==> config.mk <==
export PLATFORM = sky130hd
export DESIGN_NAME = mdu_iter
export DESIGN_NICKNAME = d
export VERILOG_FILES = /design/src/rtl/mdu_pkg.sv /design/src/rtl/mdu_step.sv /design/src/rtl/mdu_iter.sv
export SDC_FILE = /design/constraint.sdc
export NUM_CORES = 1
export LEC_CHECK = 0
export BUFFER_PORTS_ARGS = -buffer_cell sky130_fd_sc_hd__buf_2
export CAP_MARGIN = 10
export CORE_UTILIZATION = 50
export DETAILED_ROUTE_END_ITERATION = 8
export HOLD_SLACK_MARGIN = 0.1
export PLACE_DENSITY_LB_ADDON = 0.25
export SLEW_MARGIN = 20
export SYNTH_ARGS = -nofsm -noshare
export SYNTH_HDL_FRONTEND = slang
export SYNTH_HIERARCHICAL = 1
export SYNTH_SLANG_ARGS = --single-unit
export TNS_END_PERCENT = 30
==> constraint.sdc <==
create_clock -name clk -period 5.8 [get_ports clk]
set_input_delay 1.74 -clock clk [delete_from_list [all_inputs] [get_ports clk]]
set_output_delay 1.74 -clock clk [all_outputs]
set_load 0.02 [all_outputs]
==> src/rtl/mdu_pkg.sv <==
// rtl/mdu_pkg.sv - shared types and constants for the iterative multiply/divide unit
package mdu_pkg;

    localparam int MDU_WIDTH = 32;

    localparam logic [MDU_WIDTH-1:0] DIVZ_QUOT = '1;

    typedef enum logic [1:0] {
        MULLO = 2'b00,
        MULHU = 2'b01,
        DIVU  = 2'b10,
        REMU  = 2'b11
    } mdu_op_t;

    typedef enum logic [1:0] {
        IDLE = 2'b00,
        RUN  = 2'b01,
        DONE = 2'b10
    } mdu_state_t;

endpackage

==> src/rtl/mdu_step.sv <==
// rtl/mdu_step.sv - one radix-2 iteration: shift-add multiply or restoring-divide step
module mdu_step #(
    parameter int WIDTH = 32
) (
    input  logic [WIDTH-1:0] hi,
    input  logic [WIDTH-1:0] lo,
    input  logic [WIDTH-1:0] opnd,
    input  logic             is_div,
    output logic [WIDTH-1:0] hi_next,
    output logic [WIDTH-1:0] lo_next,
    output logic             qbit
);

    logic [WIDTH:0]   trial;
    logic [WIDTH-1:0] diff;
    logic [WIDTH-1:0] addend;
    logic [WIDTH:0]   sum;

    always_comb begin
        // Divide: hi is the partial remainder, lo shifts the dividend out from the top.
        trial  = {hi, lo[WIDTH-1]};
        diff   = trial[WIDTH-1:0] - opnd;
        // Multiply: hi is the upper accumulator, lo shifts the multiplier out from the bottom.
        addend = lo[0] ? opnd : '0;
        sum    = {1'b0, hi} + {1'b0, addend};
        if (is_div) begin
            qbit    = (trial >= {1'b0, opnd});
            hi_next = qbit ? diff : trial[WIDTH-1:0];
            lo_next = lo;
        end else begin
            qbit    = 1'b0;
            hi_next = sum[WIDTH:1];
            lo_next = {sum[0], lo[WIDTH-1:1]};
        end
    end

endmodule

==> src/rtl/mdu_iter.sv <==
// rtl/mdu_iter.sv - iterative unsigned MUL/DIV unit with start/busy/done handshake; option MDU_EARLY_OUT_EN
module mdu_iter
    import mdu_pkg::*;
#(
    parameter int WIDTH = MDU_WIDTH
) (
    input  logic             clk,
    input  logic             reset_n,
    input  logic             start,
    input  logic [1:0]       op,
    input  logic [WIDTH-1:0] A,
    input  logic [WIDTH-1:0] B,
    output logic             busy,
    output logic             done,
    output logic [WIDTH-1:0] Y,
    output logic             z,
    output logic             v,
    output logic             n
);

    localparam int CW = $clog2(WIDTH + 1);

    mdu_state_t       state;
    mdu_op_t          op_q;
    logic [CW-1:0]    cnt;
    logic [WIDTH-1:0] opnd, hi, lo;
    logic [WIDTH-1:0] step_hi, step_lo;
    logic             step_q, divz, is_div;
    logic [WIDTH-1:0] res_y;
    logic             res_v;

    assign is_div = op_q[1];

    mdu_step #(.WIDTH(WIDTH)) u_step (
        .hi      (hi),
        .lo      (lo),
        .opnd    (opnd),
        .is_div  (is_div),
        .hi_next (step_hi),
        .lo_next (step_lo),
        .qbit    (step_q)
    );

    // After WIDTH steps: hi:lo is the product, or hi = remainder and lo = quotient.
    always_comb begin
        res_y = lo;
        res_v = 1'b0;
        case (op_q)
            MULLO:   begin res_y = lo; res_v = |hi; end
            MULHU:   begin res_y = hi; res_v = 1'b0; end
            DIVU:    begin res_y = lo; res_v = divz; end
            default: begin res_y = hi; res_v = divz; end
        endcase
    end

`ifdef MDU_EARLY_OUT_EN
    logic             trivial;
    logic [WIDTH-1:0] triv_y;

    always_comb begin
        trivial = op[1] ? (B == '0) : ((A == '0) || (B == '0));
        case (mdu_op_t'(op))
            DIVU:    triv_y = WIDTH'(DIVZ_QUOT);
            REMU:    triv_y = A;
            default: triv_y = '0;
        endcase
    end
`endif

    always_ff @(posedge clk or negedge reset_n) begin
        if (!reset_n) begin
            state <= IDLE;
            cnt   <= '0;
            op_q  <= MULLO;
            opnd  <= '0;
            hi    <= '0;
            lo    <= '0;
            divz  <= 1'b0;
            busy  <= 1'b0;
            done  <= 1'b0;
            Y     <= '0;
            z     <= 1'b0;
            v     <= 1'b0;
            n     <= 1'b0;
        end else begin
            done <= 1'b0;
            case (state)
                IDLE: if (start) begin
                    op_q <= mdu_op_t'(op);
                    opnd <= op[1] ? B : A;
                    hi   <= '0;
                    lo   <= op[1] ? A : B;
                    divz <= (B == '0);
                    cnt  <= '0;
                    busy <= 1'b1;
`ifdef MDU_EARLY_OUT_EN
                    if (trivial) begin
                        state <= DONE;
                        done  <= 1'b1;
                        Y     <= triv_y;
                        v     <= op[1];
                        z     <= (triv_y == '0);
                        n     <= triv_y[WIDTH-1];
                    end else begin
                        state <= RUN;
                    end
`else
                    state <= RUN;
`endif
                end
                RUN: if (cnt == CW'(WIDTH)) begin
                    state <= DONE;
                    done  <= 1'b1;
                    Y     <= res_y;
                    v     <= res_v;
                    z     <= (res_y == '0);
                    n     <= res_y[WIDTH-1];
                end else begin
                    hi  <= step_hi;
                    lo  <= is_div ? {lo[WIDTH-2:0], step_q} : step_lo;
                    cnt <= cnt + 1'b1;
                end
                DONE: begin
                    state <= IDLE;
                    busy  <= 1'b0;
                end
                default: state <= IDLE;
            endcase
        end
    end

endmodule

[Yosys cells after proc, flatten, opt, wreduce, memory -nomap -nowiden]
Index checks and enable logic that the tools add are counted.
Storage, ports and cells
  flip-flop bits (word level): 144
  output and inout port bits: 37
  word-level logic and storage cells: 62
Cells by class
  add/subtract/negate cells: 3
  order comparisons: 1
  equal/unequal tests: 8
  mux-type cells: 24
  reduce and logical (&&, ||, !) cells: 13
Operators with widths (count)
  32-bit two-way mux: 11
  32-bit case mux with 2 select lines: 2
  32-bit logical NOT: 2
  32-bit by 32-bit adder with 33-bit output: 1
  33-bit by 32-bit greater-or-equal comparator with 1-bit output: 1
  32-bit OR reduction: 1
  32-bit subtractor: 1
  6-bit two-way mux: 2
  6-bit case mux with 2 select lines: 1
  2-bit AND reduction: 4
  6-bit by 1-bit adder with 6-bit output, second input constant: 1
  6-bit equality test, second input constant: 1
  2-bit inequality test, second input constant: 3
  2-bit by 1-bit equality test with 1-bit output, second input constant: 2
  2-bit equality test, second input constant: 2
  2-bit logical NOT: 2
  2-bit two-way mux: 2
  1-bit case mux with 2 select lines: 2
  2-bit case mux with 2 select lines: 1
  2-bit nonzero test: 2
  1-bit two-way mux: 3
  3-bit AND reduction: 1
  2-bit OR reduction: 1

[Logic depth before layout (Yosys ltp)]
  depth in word-level cells: 5
  depth in mapped cells: 16

[By module]
The synthesis kept the hierarchy.
By module, submodules not included
  mdu_iter: times used 1, cells an instance 767, area an instance 7203.2 um2, sequential area each 3578.4 um2
  mdu_step: times used 1, cells an instance 700, area an instance 4737.0 um2, sequential area each 0.0 um2

[Worst setup path after synthesis]
OpenSTA, ideal clock, no wires.
  path type: reg-to-reg
  start point: register lo[0]
  end point: register hi[31]
  setup time: 0.127 ns
  arrival: 3.192 ns
  data required time: 5.673 ns
  setup slack: 2.481 ns
  cell stages (with the launch flop): 16
  path buffers: 1
  clock period less this slack: 3.319 ns
  cells stage by stage: dfrtp_1 clkbuf_1 and2_1 ha_1 fa_1 a21oi_1 o21ai_1 o31a_1 o32a_1 a21oi_2 o21ai_1 a41o_1 a211oi_1 a21oi_1 nand2_1 o21ai_0
Between the ends
  word-level cells in the longest chain between the ends: 5
Ends and longest elaborated chain
  start: declaration: RTL line mdu_iter.sv:26  | logic [WIDTH-1:0] opnd, hi, lo;
  start signal: assignment: RTL line mdu_iter.sv:92  | lo <= op[1] ? A : B;
  start signal: assignment: RTL line mdu_iter.sv:120  | lo <= is_div ? {lo[WIDTH-2:0], step_q} : step_lo;
  32-bit two-way mux: RTL line mdu_step.sv:24  | addend = lo[0] ? opnd : '0;
  32-bit by 32-bit adder with 33-bit output: RTL line mdu_step.sv:25  | sum = {1'b0, hi} + {1'b0, addend};
  32-bit two-way mux: RTL line mdu_step.sv:26  | if (is_div) begin
  via step_hi[31]: RTL line mdu_iter.sv:27  | logic [WIDTH-1:0] step_hi, step_lo;
  32-bit two-way mux: RTL line mdu_iter.sv:111  | RUN: if (cnt == CW'(WIDTH)) begin
  32-bit case mux with 2 select lines: RTL line mdu_iter.sv:87  | case (state)
  end signal: assignment: RTL line mdu_iter.sv:119  | hi <= step_hi;
  end: declaration: RTL line mdu_iter.sv:26
The timed path passes the listed nets, and every way through them passes these cells. The select of a mux whose other input is x is not followed.
A chain may end at the register's enable or synchronous reset.

[Worst setup path in the final report]
  start point: register hi[24]
  end point: register hi[7]
Between the ends
  word-level cells in the longest chain between the ends: 5
Ends and longest elaborated chain
  33-bit by 32-bit greater-or-equal comparator with 1-bit output: RTL line mdu_step.sv:27  | qbit = (trial >= {1'b0, opnd});
  32-bit two-way mux: RTL line mdu_step.sv:28  | hi_next = qbit ? diff : trial[WIDTH-1:0];
  32-bit two-way mux: RTL line mdu_step.sv:26
  via step_hi[7]: RTL line mdu_iter.sv:27
  32-bit two-way mux: RTL line mdu_iter.sv:111
  32-bit case mux with 2 select lines: RTL line mdu_iter.sv:87
The timed path passes the listed nets, and every way through them passes these cells. The select of a mux whose other input is x is not followed.

==> results.yml <==
outcome:
  status: "completed"
floorplan:
  num_io_pins: 106
  core_area_um2: 23500
  rows: 56
  die_w_um: 157
  die_h_um: 157
  initial_core_util: 0.509
  die_area_um2: 24500
timing:
  finalSetupViolCount: 0
  tightest_slew_ns: 1.06
  finalCritPeriodShare: 0.683
  finalSetupTns_ns: 0
  hold_viol: 0
  clock_skew_ns: 0.0130
  fin_crit_ns: 3.96
  slew_violations: 0
  rsz0062_at_grt: "false"
  maxSlewHeadroom: 0.292
  timing.fmax_mhz: 253
yosys:
  ys_seq_area_frac: 0.300
  synth_largest_area_cell: "dfrtp_1"
  synth-edff-count: 0
  syn_inst: 1467
  yosysWarnings: 6
  synth_area_leaders: "dfrtp_1 30%, mux2i_1 8.9%, nand2_1 8.0%"
  synth_top_flop_cell: "dfrtp_1"
  synth_cell_type_count: 76
  synth_area_um2: 11900
  ys_async_sr_fraction: 1.00
  ys_ff_latch: 143
  syn-num-nets: 1604
  synth_top_area_share: 0.300
  synth.avg_cell_area_um2: 8.14
global_routing:
  grtUsageMet3: 0.0521
  first_global_vias: 10600
  grt_busiest_layer: "met2"
  grt_max_degree: 83
  grt_use_total: 0.301
  antenna_found_initial: 0
  grt_pass1_wl_mm: 56.9
  grt_use_met2: 0.502
  overflow: 0
  met1_usage: 0.382
final_layout:
  fin_nets: 1661
  layout_commonest_cell: "nand2_1"
  final_cell_mix: "256 x nand2_1, 158 x o21ai_0, 141 x dfrtp_1"
  insertedDiodeCount: 0
  drive_gt1_frac: 0.154
  syn2layout_area_growth_pct: 11.0
clocking:
  cts_tree: "built"
  h-tree-depth: 4
  cts_resized: 0
  cts_setup_buffers: 0
  holdBufCountCts: 0
  clk_latency_ns: 0.44
  path_clk_slew_ns: 0.07
  clock_tree.buffer_depth: 2
  cts_root_buffer: "clkbuf_16"
  numCtsBuffers: 17
  cts.sinks: 143
route:
  drt-vias-per-instance: 6.01
  drtIter0Drc: 887
  drc: 0
  num_vias: 11100
  firstDrtPassIters: 5
  ant_nets: 0
  routedWlPerCell_um: 19.4
  drt_wl_total_mm: 36.0
hold_path:
  hold_class: "reg2reg"
worst_setup_path:
  crit_type: "reg2reg"
  worstSetupEndpointType: "flip-flop"
  cp.required_ns: 6.09
  crit_path_max_fanout: 18
  start_kind: "flip-flop"
  worstPathArrival_ns: 4.25
placement:
  io_buffers: 105
  hpwl_mm: 25.7
  gp_congestion: 0.938
job:
  cap_viol_max_count: 0
==> area by class of cell <==
class                           instances  area [um2]
Fill cell                            2149       10200
Clock buffer                           17         425
Sequential cell                       143        3580
Clock inverter                         15         219
Timing Repair Buffer                  118         632
Multi-Input combinational cell       1189        7780
Inverter                               55         206
Tap cell                              319         399
==> registers in the layout, indices dropped and copies added, names as in the netlist <==
register  cells
hi           32
lo           32
opnd         32
Y            31
cnt           6
op_q          2
state         2
busy          1
divz          1
done          1
n             1
v             1
z             1
==> critical path: stages, from the launching register on <==
cell      delay, ns
dfrtp_1        0.51
ha_1           0.43
and3_1         0.29
nand2_1        0.12
nor3_1         0.08
a31oi_1        0.23
o221ai_1       0.16
a211oi_1       0.65
nand2_1        0.47
buf_4          0.36
o211ai_1       0.19
o21ai_1        0.11
nand2_1        0.11
o21ai_0        0.09
==> kinds of logic after synthesis <==
family / after synthesis / synth area share
compound gates: 395 / 0.196
xor+xnor: 51 / 0.0374
fa+ha+maj: 68 / 0.0725
buf+inv: 135 / 0.0503
flops: 143 / 0.300
mux: 171 / 0.150
simple gates: 504 / 0.194
==> per-stage QoR <==
step,utilization,setup WS [ns],std cells,hold WS (ns),cell area [um2]
3_5_place_dp,0.537,1.99,1824,0.466,12600
5_1_grt,0.564,1.67,1856,0.511,13200
2_1_floorplan,-,2.48,1467,0.449,11900
3_3_place_gp,0.537,2.04,1824,0.457,12600
6_report,0.564,1.84,1856,0.474,13200
4_1_cts,0.564,1.95,1856,0.481,13200
==> Yosys cell counts (all sizes together), types with 25 or more instances <==
| cell type | n |
|---|---|
| mux2 | 65 |
| a21oi | 92 |
| xnor2 | 33 |
| buf | 40 |
| nor4 | 26 |
| and2 | 35 |
| inv | 54 |
| clkbuf | 40 |
| mux2i | 106 |
| o21ai | 178 |
| a21o | 25 |
| ha | 66 |
| dfrtp | 143 |
| nor2 | 95 |
| nand2 | 256 |
==> final timing paths <==
check,from,endpoint,slack (ns),cells past startpoint
min,Y[16],Y[16],0.47,2
max,hi[24],hi[7],1.84,13
min in group asynchronous,reset_n,Y[24],1.35,1
max in group asynchronous,reset_n,opnd[11],3.37,2
max reg2reg,hi[24],hi[7],1.84,13
min reg2reg,Y[16],Y[16],0.47,2
==> metal layers <==
metal	up-vias	wire, um
met5	-	0
met4	0	1220
met3	65	2080
met2	364	17000
met1	5368	15700
li1	5350	-
Power is not shown: default switching activity piles up to over one toggle a cycle in this logic, so the estimate is an artifact.
